--- src/rtl/burst_capture_buf_if.sv ---
// Bundle of the capture buffer's control, sample, status and read-port signals.
// The master side drives the requests and samples; the slave side is the buffer.
interface burst_capture_buf_if #(
    parameter int WIDTH = 4,
    parameter int DEPTH = 8
);
    localparam int AW = $clog2(DEPTH);

    logic             enable;
    logic             start;
    logic             abort;
    logic             clear;
    logic             mode;
    logic [AW:0]      burst_len;
    logic [WIDTH-1:0] din;
    logic             din_vld;
    logic             busy;
    logic             done;
    logic             wrapped;
    logic [AW-1:0]    wr_ptr;
    logic [AW:0]      count;
    logic [AW-1:0]    rd_addr;
    logic [WIDTH-1:0] rd_data;

    modport master (
        output enable, start, abort, clear, mode, burst_len, din, din_vld, rd_addr,
        input  busy, done, wrapped, wr_ptr, count, rd_data
    );

    modport slave (
        input  enable, start, abort, clear, mode, burst_len, din, din_vld, rd_addr,
        output busy, done, wrapped, wr_ptr, count, rd_data
    );
endinterface

--- src/rtl/burst_capture_buf.sv ---
// Burst capture buffer: records up to DEPTH qualified samples after a start request,
// either as a single-shot burst of a latched length or as a continuous ring.
// Provides abort, whole-buffer clear outside capture, and a registered read port.
module burst_capture_buf #(
    parameter int WIDTH = 4,
    parameter int DEPTH = 8
) (
    input  logic                 clk,
    input  logic                 rstn,
    burst_capture_buf_if.slave   bus
);
    localparam int AW = $clog2(DEPTH);
    localparam int CW = AW + 1;
    localparam logic [CW-1:0] DEPTH_C = CW'(DEPTH);
    localparam logic [AW-1:0] LAST_C  = AW'(DEPTH - 1);

    typedef enum logic [1:0] {IDLE, CAPTURE, DONE} state_t;

    state_t           state;
    state_t           state_nxt;
    logic [WIDTH-1:0] mem [DEPTH];
    logic [AW-1:0]    wr_ptr;
    logic [CW-1:0]    count;
    logic [CW-1:0]    len_q;
    logic [CW-1:0]    len_sel;
    logic             mode_q;
    logic             wrapped;
    logic [WIDTH-1:0] rd_data;
    logic             busy_c;
    logic             done_c;

    logic launch;
    logic wr_en;
    logic clr_en;
    logic last_wr;

    // A burst may only launch from IDLE; a same-cycle clear suppresses it.
    assign launch  = (state == IDLE) && bus.start && bus.enable && !bus.clear;
    // Abort drops any write presented in the same cycle.
    assign wr_en   = (state == CAPTURE) && bus.din_vld && bus.enable && !bus.abort;
    assign clr_en  = ((state == IDLE) || (state == DONE)) && bus.clear;
    assign last_wr = wr_en && !mode_q && ((count + 1'b1) == len_q);

    // Zero or oversize lengths fall back to a full-depth burst.
    always_comb begin
        len_sel = bus.burst_len;
        if ((bus.burst_len == '0) || (bus.burst_len > DEPTH_C)) begin
            len_sel = DEPTH_C;
        end
    end

    // State register.
    always_ff @(posedge clk or negedge rstn) begin
        if (!rstn) begin
            state <= IDLE;
        end else begin
            state <= state_nxt;
        end
    end

    // Next-state and status decode; DONE lasts exactly one cycle and ignores start.
    always_comb begin
        state_nxt = state;
        busy_c    = 1'b0;
        done_c    = 1'b0;
        case (state)
            IDLE: begin
                if (launch) begin
                    state_nxt = CAPTURE;
                end
            end
            CAPTURE: begin
                busy_c = 1'b1;
                if (bus.abort) begin
                    state_nxt = IDLE;
                end else if (last_wr) begin
                    state_nxt = DONE;
                end
            end
            DONE: begin
                done_c    = 1'b1;
                state_nxt = IDLE;
            end
            default: begin
                state_nxt = IDLE;
            end
        endcase
    end

    // Burst bookkeeping: pointer, saturating count, sticky wrap flag, latched mode/length.
    always_ff @(posedge clk or negedge rstn) begin
        if (!rstn) begin
            wr_ptr  <= '0;
            count   <= '0;
            wrapped <= 1'b0;
            mode_q  <= 1'b0;
            len_q   <= '0;
        end else if (launch) begin
            wr_ptr  <= '0;
            count   <= '0;
            wrapped <= 1'b0;
            mode_q  <= bus.mode;
            len_q   <= len_sel;
        end else if (wr_en) begin
            wr_ptr <= (wr_ptr == LAST_C) ? '0 : wr_ptr + 1'b1;
            if (count != DEPTH_C) begin
                count <= count + 1'b1;
            end
            if (mode_q && (wr_ptr == LAST_C)) begin
                wrapped <= 1'b1;
            end
        end
    end

    // Sample storage; clear wipes every entry at once and never coincides with a write.
    always_ff @(posedge clk or negedge rstn) begin
        if (!rstn) begin
            for (int i = 0; i < DEPTH; i++) begin
                mem[i] <= '0;
            end
        end else if (clr_en) begin
            for (int i = 0; i < DEPTH; i++) begin
                mem[i] <= '0;
            end
        end else if (wr_en) begin
            mem[wr_ptr] <= bus.din;
        end
    end

    // Registered read; a same-cycle write is not forwarded, out-of-range reads give zero.
    always_ff @(posedge clk or negedge rstn) begin
        if (!rstn) begin
            rd_data <= '0;
        end else if ({1'b0, bus.rd_addr} < DEPTH_C) begin
            rd_data <= mem[bus.rd_addr];
        end else begin
            rd_data <= '0;
        end
    end

    assign bus.busy    = busy_c;
    assign bus.done    = done_c;
    assign bus.wrapped = wrapped;
    assign bus.wr_ptr  = wr_ptr;
    assign bus.count   = count;
    assign bus.rd_data = rd_data;
endmodule
--- src/flat_wrapper.sv ---
// flat-port wrapper written by rule: the top's interface ports become plain ports
module burst_capture_buf_flat 
#(
    parameter int WIDTH = 4,
    parameter int DEPTH = 8
)
  (clk, rstn, bus_enable, bus_start, bus_abort, bus_clear, bus_mode, bus_burst_len, bus_din, bus_din_vld, bus_rd_addr, bus_busy, bus_done, bus_wrapped, bus_wr_ptr, bus_count, bus_rd_data);
  burst_capture_buf_if #(.WIDTH(WIDTH), .DEPTH(DEPTH)) bus_i ();
  input  logic clk;
  input  logic rstn;
  input wire logic [$bits(bus_i.enable)-1:0] bus_enable;
  input wire logic [$bits(bus_i.start)-1:0] bus_start;
  input wire logic [$bits(bus_i.abort)-1:0] bus_abort;
  input wire logic [$bits(bus_i.clear)-1:0] bus_clear;
  input wire logic [$bits(bus_i.mode)-1:0] bus_mode;
  input wire logic [$bits(bus_i.burst_len)-1:0] bus_burst_len;
  input wire logic [$bits(bus_i.din)-1:0] bus_din;
  input wire logic [$bits(bus_i.din_vld)-1:0] bus_din_vld;
  input wire logic [$bits(bus_i.rd_addr)-1:0] bus_rd_addr;
  output wire logic [$bits(bus_i.busy)-1:0] bus_busy;
  output wire logic [$bits(bus_i.done)-1:0] bus_done;
  output wire logic [$bits(bus_i.wrapped)-1:0] bus_wrapped;
  output wire logic [$bits(bus_i.wr_ptr)-1:0] bus_wr_ptr;
  output wire logic [$bits(bus_i.count)-1:0] bus_count;
  output wire logic [$bits(bus_i.rd_data)-1:0] bus_rd_data;
  assign bus_i.enable = bus_enable;
  assign bus_i.start = bus_start;
  assign bus_i.abort = bus_abort;
  assign bus_i.clear = bus_clear;
  assign bus_i.mode = bus_mode;
  assign bus_i.burst_len = bus_burst_len;
  assign bus_i.din = bus_din;
  assign bus_i.din_vld = bus_din_vld;
  assign bus_i.rd_addr = bus_rd_addr;
  assign bus_busy = bus_i.busy;
  assign bus_done = bus_i.done;
  assign bus_wrapped = bus_i.wrapped;
  assign bus_wr_ptr = bus_i.wr_ptr;
  assign bus_count = bus_i.count;
  assign bus_rd_data = bus_i.rd_data;
  burst_capture_buf #(.WIDTH(WIDTH), .DEPTH(DEPTH)) u_core (.clk(clk), .rstn(rstn), .bus(bus_i));
endmodule
--- config.mk ---
export PLATFORM = sky130hd
export DESIGN_NAME = burst_capture_buf_flat
export DESIGN_NICKNAME = d
export VERILOG_FILES = /design/src/rtl/burst_capture_buf_if.sv /design/src/rtl/burst_capture_buf.sv /design/src/flat_wrapper.sv
export SDC_FILE = /design/constraint.sdc
export NUM_CORES = 1
export LEC_CHECK = 0
export CAP_MARGIN = 20
export CORE_MARGIN = 2
export CORE_UTILIZATION = 51
export DETAILED_ROUTE_END_ITERATION = 6
export DONT_BUFFER_PORTS = 1
export PLACE_DENSITY = 0.66
export SKIP_LAST_GASP = 1
export SYNTH_ARGS = -nofsm -noshare
export SYNTH_HDL_FRONTEND = slang
export SYNTH_SLANG_ARGS = --single-unit
--- constraint.sdc ---
create_clock -name clk -period 2.03 [get_ports clk]
set_clock_uncertainty 0.05 [all_clocks]
set_input_delay 0.1015 -clock clk [delete_from_list [all_inputs] [get_ports clk]]
set_output_delay 0.1015 -clock clk [all_outputs]
set_load 0.01 [all_outputs]
# After elaboration in Yosys (flattened, before gate mapping)
# Cells that the tools add are included.
# totals
output_inout_bits	14
reg_bits	51
input_bits	19
# classes
muxes	24
bitwise_logic	2
order_cmp	4
n_reduce_logical	25
add_sub_neg	2
n_eq_ne	7
# op_table
cell	n
32-bit 2-to-1 mux	2
32-bit bitwise mux	1
4-bit 2-to-1 mux	7
4-bit binary-select mux with 3-bit select	1
4-bit demux with 3-bit select	1
1-bit logical AND	11
3-bit 2-to-1 mux	3
4-bit >= comparator (second input constant)	2
3-bit NOT with 4-bit output	2
2-bit nonzero test	4
2-bit 2-to-1 mux	3
2-bit AND reduction	3
1-bit 2-to-1 mux	5
4-bit by 1-bit adder with 4-bit output (second input constant)	1
4-bit equality test	1
4-bit greater-than comparator (second input constant)	1
4-bit logical NOT	1
4-bit by 1-bit less-than comparator with 1-bit output (second input constant)	1
4-bit != test (second input constant)	1
2-bit case mux with 2 select lines	1
3-bit by 1-bit adder with 3-bit output (second input constant)	1
3-bit equality test (second input constant)	1
1-bit logical NOT	3
3-bit by 2-bit != test with 1-bit output (second input constant)	1
other kinds (5)	6

# Logic depth before layout (Yosys ltp)
# Gate-level depths: netlist (run 1).
# logic_depth
word_depth	9
ltp_mapped	6

# Worst setup path after synthesis (run 1)
# No wires, ideal clock.
# synth_timing
path_type	flip-flop to flip-flop
from	register u_core.state[1]
to	register u_core.mem[0] (netlist name)
period_less_slack_ps	1684
required_time_ps	1848
setup_ps	132
path_stages_with_launch	6
path_slack_ps	346
t_arrival_ps	1502
path_buffers	1
path_cell_list	dfrtp_1 > or3b_1 > buf_6 > nor4_4 > mux2i_1 > nor2_1
# synth_via
elab_chain_cells	5
word_cells_on_any_way	10
# synth_lines
element	line	source
from (decl)	burst_capture_buf.sv:19	state_t state;
from (signal assigned)	burst_capture_buf.sv:57	state <= state_nxt;
2-bit by 1-bit equality test with 1-bit output	burst_capture_buf.sv:40	assign wr_en = (state == CAPTURE) && bus.din_vld && bus.enable && !bus.abort;
1-bit logical AND (3 in series)	burst_capture_buf.sv:40	
2-bit nonzero test (no source line)	n/a	
to (signal, indexed assignment)	burst_capture_buf.sv:126	mem[wr_ptr] <= bus.din;
to (decl)	burst_capture_buf.sv:21	logic [WIDTH-1:0] mem [DEPTH];
# Several ways; a longest one is shown, not always the timed one.
# A chain may end at the register's enable or synchronous reset.

# Worst setup path in the final report (run 1)
# layout_timing
from	register u_core.state[1]
to	register u_core.mem[2] (netlist name)
# Same word-level chain as after synthesis.

==> results of run 1 <==
## critical path, delay by kind of cell, from the launching register on
kind             cells  cell delay (ns)
DFF                  1             0.42
and+or+nand+nor      3             1.12
muxes                1             0.25
## how the worst max path moves through the flow
stage	startpoint	to
CTS	u_core.state[1]$_DFFE_PN0P_	u_core.mem[5]$_DFFE_PN0P_
floorplan	u_core.state[1]$_DFFE_PN0P_	u_core.mem[0]$_DFFE_PN0P_
detailed placement	u_core.state[1]$_DFFE_PN0P_	u_core.mem[6]$_DFFE_PN0P_
global route	u_core.state[1]$_DFFE_PN0P_	u_core.mem[5]$_DFFE_PN0P_
global placement	u_core.state[1]$_DFFE_PN0P_	u_core.mem[4]$_DFFE_PN0P_
finish	u_core.state[1]$_DFFE_PN0P_	u_core.mem[2]$_DFFE_PN0P_
## layer usage
layer,vias to the layer above,share of wire,global-route usage
met1,846,0.45,0.290
met3,7,0.056,0.0562
met4,0,0.011,0.0774
met5,-,0,0
li1,786,-,-
met2,34,0.48,0.340
## metrics by stage
stage	utilization	instance area [um2]
6_report	0.608	2910
5_1_grt	0.608	2910
4_1_cts	0.607	2900
3_5_place_dp	0.546	2620
3_3_place_gp	0.546	2620
2_1_floorplan	-	2570
## kinds of logic after synthesis
kind of cell | count (synthesis) | share of synthesized area
xor gates and xnor gates | 7 | 0.0239
DFF | 51 | 0.497
buffers and inverters | 19 | 0.0321
AOI/OAI and AO/OA | 14 | 0.0326
adders and majority gates | 4 | 0.0195
muxes | 47 | 0.224
and+or+nand+nor | 79 | 0.171
## synth_stat cells, types with 4 or more instances
cell type	n	area, um2
mux2i_1	35	350
nor2_1	38	143
mux2_2	4	45.0
nand2b_1	4	25.0
mux4_2	8	180
nor4_4	4	85.1
dfrtp_1	51	1280
a21oi_1	4	20.0
xnor2_1	5	43.8
ha_1	4	50.1
nand2_1	14	52.6
o21ai_0	4	20.0
clkbuf_1	11	41.3
## sequential cells by signal (all words and copies together), names as in the netlist
signal              cells
u_core.bus.rd_data      4
u_core.bus.count        4
u_core.bus.wr_ptr       3
u_core.mem             32
u_core.bus.wrapped      1
u_core.len_q            4
u_core.state            2
u_core.mode_q           1
## power breakdown
group          internal, uW  total (uW)  leakage (uW)  switching, uW
Combinational          97.3         226      0.000576            129
Clock                   406         755     0.0000618            349
Sequential             1050        1090      0.000705           46.6
## timing repair
item / 4_1_cts / 5_1_grt
buffers inserted: 0 / 1
hold endpoints to repair: 92 / 0
hold buffers: 15 / 0
endpoints found under the setup margin: 0 / 4
## layout make-up
cell class                 count  area (um2)
inverter                       4        15.0
fill                         400        1870
clock inverter                 2        38.8
multi-input combinational    151        1210
clock buffer                   6        82.6
tap                           67        83.8
timing repair buffer          20         205
sequential                    51        1280
==> results.py, run 1 <==
metrics = {
    "status": {
        "status": "finished clean",
    },
    "synthesis": {
        "yosys_warnings": 0,
        "netlist_instances": 221,
        "ys_seq_area_frac": 0.497,
        "syn_nets": 244,
        "avgSynthCellArea_um2": 11.6,
        "synth_seq_cells": 51,
        "async_reset_ff_frac": 1.00,
        "ys.flop_type": "dfrtp_1",
        "ys_types": 34,
        "synth_edf_count": 0,
        "syn-cell-area_um2": 2570,
    },
    "worst_setup_path": {
        "reg2reg_slack_ns": 0.08,
        "worstPathArrival_ns": 2.10,
        "reg2regPathDepth": 4,
        "cpPeakStageDelay_ns": 0.59,
        "reg2reg_from": "u_core.state[1]$_DFFE_PN0P_",
        "r2r_end": "u_core.mem[2]$_DFFE_PN0P_",
        "crit_fanout": 6,
        "worstSetupEndpointType": "register",
        "slowest_stage": "or3b_1",
        "required_ns": 2.18,
        "cp_cell_sequence": "or3b_1 > nor4_4 > mux2i_1 > nor2_1",
        "crit_type": "register to register",
        "crit_path_start_kind": "register",
    },
    "sta": {
        "relSlewSlack": 0.661,
        "setup_viol_count_final": 0,
        "fin_crit_ns": 1.95,
        "drv_slew": 0,
        "finalSetupTns_ns": 0,
        "whs_ns": 0.00234,
        "finalHoldViolCount": 0,
        "tightest_slew_ns": 0.509,
        "fmax_mhz": 512,
        "rsz0062_at_grt": "false",
        "timing.final.crit_share": 0.961,
        "worst_slack_ns": 0.0785,
    },
    "flow_run": {
        "cap_viol_max_count": 0,
    },
    "routing": {
        "dr.pass1.iters": 4,
        "post_drt_wl_per_cell_um": 17.7,
        "via_per_inst": 5.56,
        "drt_iter0_markers": 138,
        "vias": 1673,
        "wirelength_mm": 5.32,
        "drc_errors": 0,
        "ant_nets": 0,
    },
    "global_route": {
        "grt_usage": 0.216,
        "grt_pass1_wl_mm": 8.85,
        "gr-total-overflow": 0,
        "grt_pass1_vias": 1775,
        "antenna_found_initial": 0,
        "grt_max_degree": 52,
    },
    "floorplan": {
        "die-area_um2": 5620,
        "die_h_um": 75.0,
        "ios": 33,
        "rows": 25,
        "die_w_um": 75.0,
        "core-area_um2": 4790,
        "initial_utilization": 0.537,
    },
    "placement": {
        "place_inst": 277,
        "place_ws_ns": 0.0690,
        "portBuffers": 0,
        "gp_congestion": 0.811,
        "dpl.hpwl_mm": 3.66,
    },
    "min_path": {
        "hold_path.class": "primary input to register",
        "whs_endpoint": "u_core.len_q[3]$_DFFE_PN0N_",
        "hold_depth": 3,
        "hp-start": "bus_burst_len[1]",
    },
    "finish": {
        "drive_above_1_share": 0.137,
        "num-nets-final": 256,
        "final-instance-count-excl-fill": 301,
        "n_antenna_cell": 0,
        "area.growth.synth_to_final_pct": 13.3,
        "final_cell_mix": "dfrtp_1, nor2_1, mux2i_1",
        "layout_commonest_cell": "dfrtp_1",
    },
    "power": {
        "leakage_uw": 0.00134,
        "p_total_uw": 2080,
        "vdd_ir_drop_max_uv": 449,
        "powerDensity_nw_per_um2": 713,
    },
    "clocking": {
        "htree_levels": 2,
        "cts_sinks": 51,
        "numCtsBuffers": 5,
        "clkTransAtPathRegs_ns": 0.10,
        "cts_max_path_buffers": 2,
        "ctsResizeCount": 0,
        "cts_root_buf": "clkbuf_8",
        "clock_latency_ns": 0.31,
        "tritoncts": "built",
    },
}
Note: power is estimated with default switching activity, not from simulation.
==> inputs of run 2 (changes only) <==
Settings changed: CORE_MARGIN 2 to not set.
==> run 2 against run 1 <==
Global-route usage up 0.96 points. Cell area down 0.82%. Sequential cell count did not move. Critical path depth stayed put. Largest cell class unchanged. Largest power group unchanged.
==> results.py, run 2 (synthesis gave the netlist of run 1 again) <==
metrics = {
    "placement": {
        "gp_congestion": 0.750,
        "portBuffers": 0,
        "place_inst": 278,
        "dpl.hpwl_mm": 3.60,
    },
    "global_route": {
        "grt_usage": 0.225,
        "grt_pass1_wl_mm": 8.83,
        "gr-total-overflow": 0,
        "antenna_found_initial": 0,
        "grt_pass1_vias": 1805,
        "grt_max_degree": 52,
    },
    "finish": {
        "n_antenna_cell": 0,
        "final_cell_mix": "dfrtp_1, nor2_1, mux2i_1",
        "drive_above_1_share": 0.141,
        "regMostFlops": "u_core.mem",
        "final-instance-count-excl-fill": 301,
        "layout_commonest_cell": "dfrtp_1",
        "fillers": 390,
        "num-nets-final": 257,
        "largest_reg_flops": 32,
        "area.growth.synth_to_final_pct": 12.4,
    },
    "worst_setup_path": {
        "crit_path_start_kind": "register",
        "crit_type": "register to register",
        "cpPeakStageDelay_ns": 0.49,
        "reg2reg_slack_ns": 0.16,
        "required_ns": 2.16,
        "slowest_stage": "and4_1",
        "worstPathArrival_ns": 2.00,
        "crit_fanout": 5,
        "reg2regPathDepth": 4,
        "r2r_end": "u_core.mem[30]$_DFFE_PN0P_",
        "worstSetupEndpointType": "register",
        "cp_cell_sequence": "nor3b_1 > and4_1 > mux2i_1 > nor2_1",
        "reg2reg_from": "u_core.state[1]$_DFFE_PN0P_",
    },
    "power": {
        "clockPowerShare": 0.306,
        "p_int_uw": 1410,
        "vdd_ir_drop_max_uv": 463,
        "powerDensity_nw_per_um2": 660,
        "swShare": 0.258,
        "leakage_uw": 0.00133,
        "pwr-share-comb": 0.122,
        "share_seq_of_total_power": 0.572,
        "power_switching_uw": 491,
    },
    "routing": {
        "via_per_inst": 5.56,
        "wirelength_mm": 5.23,
        "post_drt_wl_per_cell_um": 17.4,
        "drt_iter0_markers": 71,
        "vias": 1675,
        "dr.pass1.iters": 4,
        "drc_errors": 0,
        "ant_nets": 0,
    },
    "sta": {
        "rsz0062_at_grt": "false",
        "relSlewSlack": 0.635,
        "fmax_mhz": 535,
        "finalHoldViolCount": 0,
        "finalSetupTns_ns": 0,
        "setup_viol_count_final": 0,
        "timing.final.crit_share": 0.921,
        "fin_crit_ns": 1.87,
        "tightest_slew_ns": 0.546,
        "drv_slew": 0,
    },
    "min_path": {
        "whs_endpoint": "u_core.bus.rd_data[2]$_DFF_PN0_",
        "hold_path.class": "primary input to register",
        "hp-start": "bus_rd_addr[1]",
        "hold_depth": 2,
    },
    "clocking": {
        "cts_max_path_buffers": 2,
        "htree_levels": 2,
        "clkTransAtPathRegs_ns": 0.09,
        "cts_root_buf": "clkbuf_8",
        "cts_sinks": 51,
        "numCtsBuffers": 5,
        "clock_latency_ns": 0.30,
        "tritoncts": "built",
    },
    "floorplan": {
        "ios": 33,
        "core-area_um2": 4790,
        "die_h_um": 73.0,
        "initial_utilization": 0.537,
        "die-area_um2": 5320,
        "rows": 25,
        "die_w_um": 73.0,
    },
    "status": {
        "status": "finished clean",
    },
    "flow_run": {
        "cap_viol_max_count": 0,
    },
}
==> run 2: cell types whose count changed in the layout (fill, tap and decap cells not counted) <==
| cell | change |
|---|---|
| buf_4 | +1 |
| bufinv_16 | -1 |
| clkinv_2 | +1 |
| inv_6 | -1 |
| or3b_1 | -1 |
| or3b_4 | +1 |
==> run 2: worst max path at each step <==
stage	from	end	slack, ns	cells past startpoint
final	u_core.state[1]$_DFFE_PN0P_	u_core.mem[30]$_DFFE_PN0P_	0.16	4
after global routing	u_core.state[1]$_DFFE_PN0P_	u_core.mem[24]$_DFFE_PN0P_	0.03	4
after CTS	u_core.state[1]$_DFFE_PN0P_	u_core.mem[4]$_DFFE_PN0P_	0.002	4
after detailed placement	u_core.state[1]$_DFFE_PN0P_	u_core.mem[4]$_DFFE_PN0P_	0.03	4
after global placement	u_core.state[1]$_DFFE_PN0P_	u_core.mem[6]$_DFFE_PN0P_	0.14	4
after floorplan	u_core.state[1]$_DFFE_PN0P_	u_core.mem[0]$_DFFE_PN0P_	0.35	5
==> run 2: power by group through the flow <==
stage / logic (uW) / registers [uW] / clock network [uW]
final: 231 / 1090 / 583
after global routing: 258 / 1100 / 642
after CTS: 230 / 1090 / 601
after detailed placement: 169 / 1110 / 0
after global placement: 164 / 1110 / 0
after floorplan: 151 / 1110 / 0
==> run 2: worst max-delay path, delay by kind of cell, from the launching register on <==
family,cells,cell delay [ns]
and+or+nand+nor,3,1.03
DFF,1,0.42
muxes,1,0.25
==> run 2: stage by stage <==
stage	power, uW	setup slack, ns	instance area (um2)	utilization	hold WS, ns
after floorplan	1260	0.346	2570	-	-0.244
after global placement	1270	0.138	2620	0.548	-0.243
after detailed placement	1280	0.0252	2620	0.548	-0.243
after CTS	1920	0.00226	2880	0.601	0.0534
after global routing	2000	0.0262	2890	0.603	0.0572
final	1900	0.161	2890	0.603	0.0591
==> run 2: final cells by class <==
type,instances,area [um2],area share
repair buffers,21,213,0.0737
clock inverters,1,5.00,0.00173
inverters,4,15.0,0.00520
clock buffers,6,82.6,0.0286
flip-flops and latches,51,1280,0.442
well taps,67,83.8,0.0290
multi-input cells,151,1210,0.420
==> run 2: what timing repair did <==
item	in CTS	in global routing
hold endpoints to repair	92	0
setup endpoints to repair	0	4
setup buffers	0	1
hold buffers	15	0
gates resized for setup	0	1
==> run 2: per-layer routing <==
layer | track usage | part of all wire | up-vias
li1 | - | - | 791
met1 | 0.290 | 0.45 | 845
met2 | 0.386 | 0.50 | 33
met3 | 0.0594 | 0.040 | 6
met4 | 0.0458 | 0.0075 | 0
met5 | 0 | 0 | -
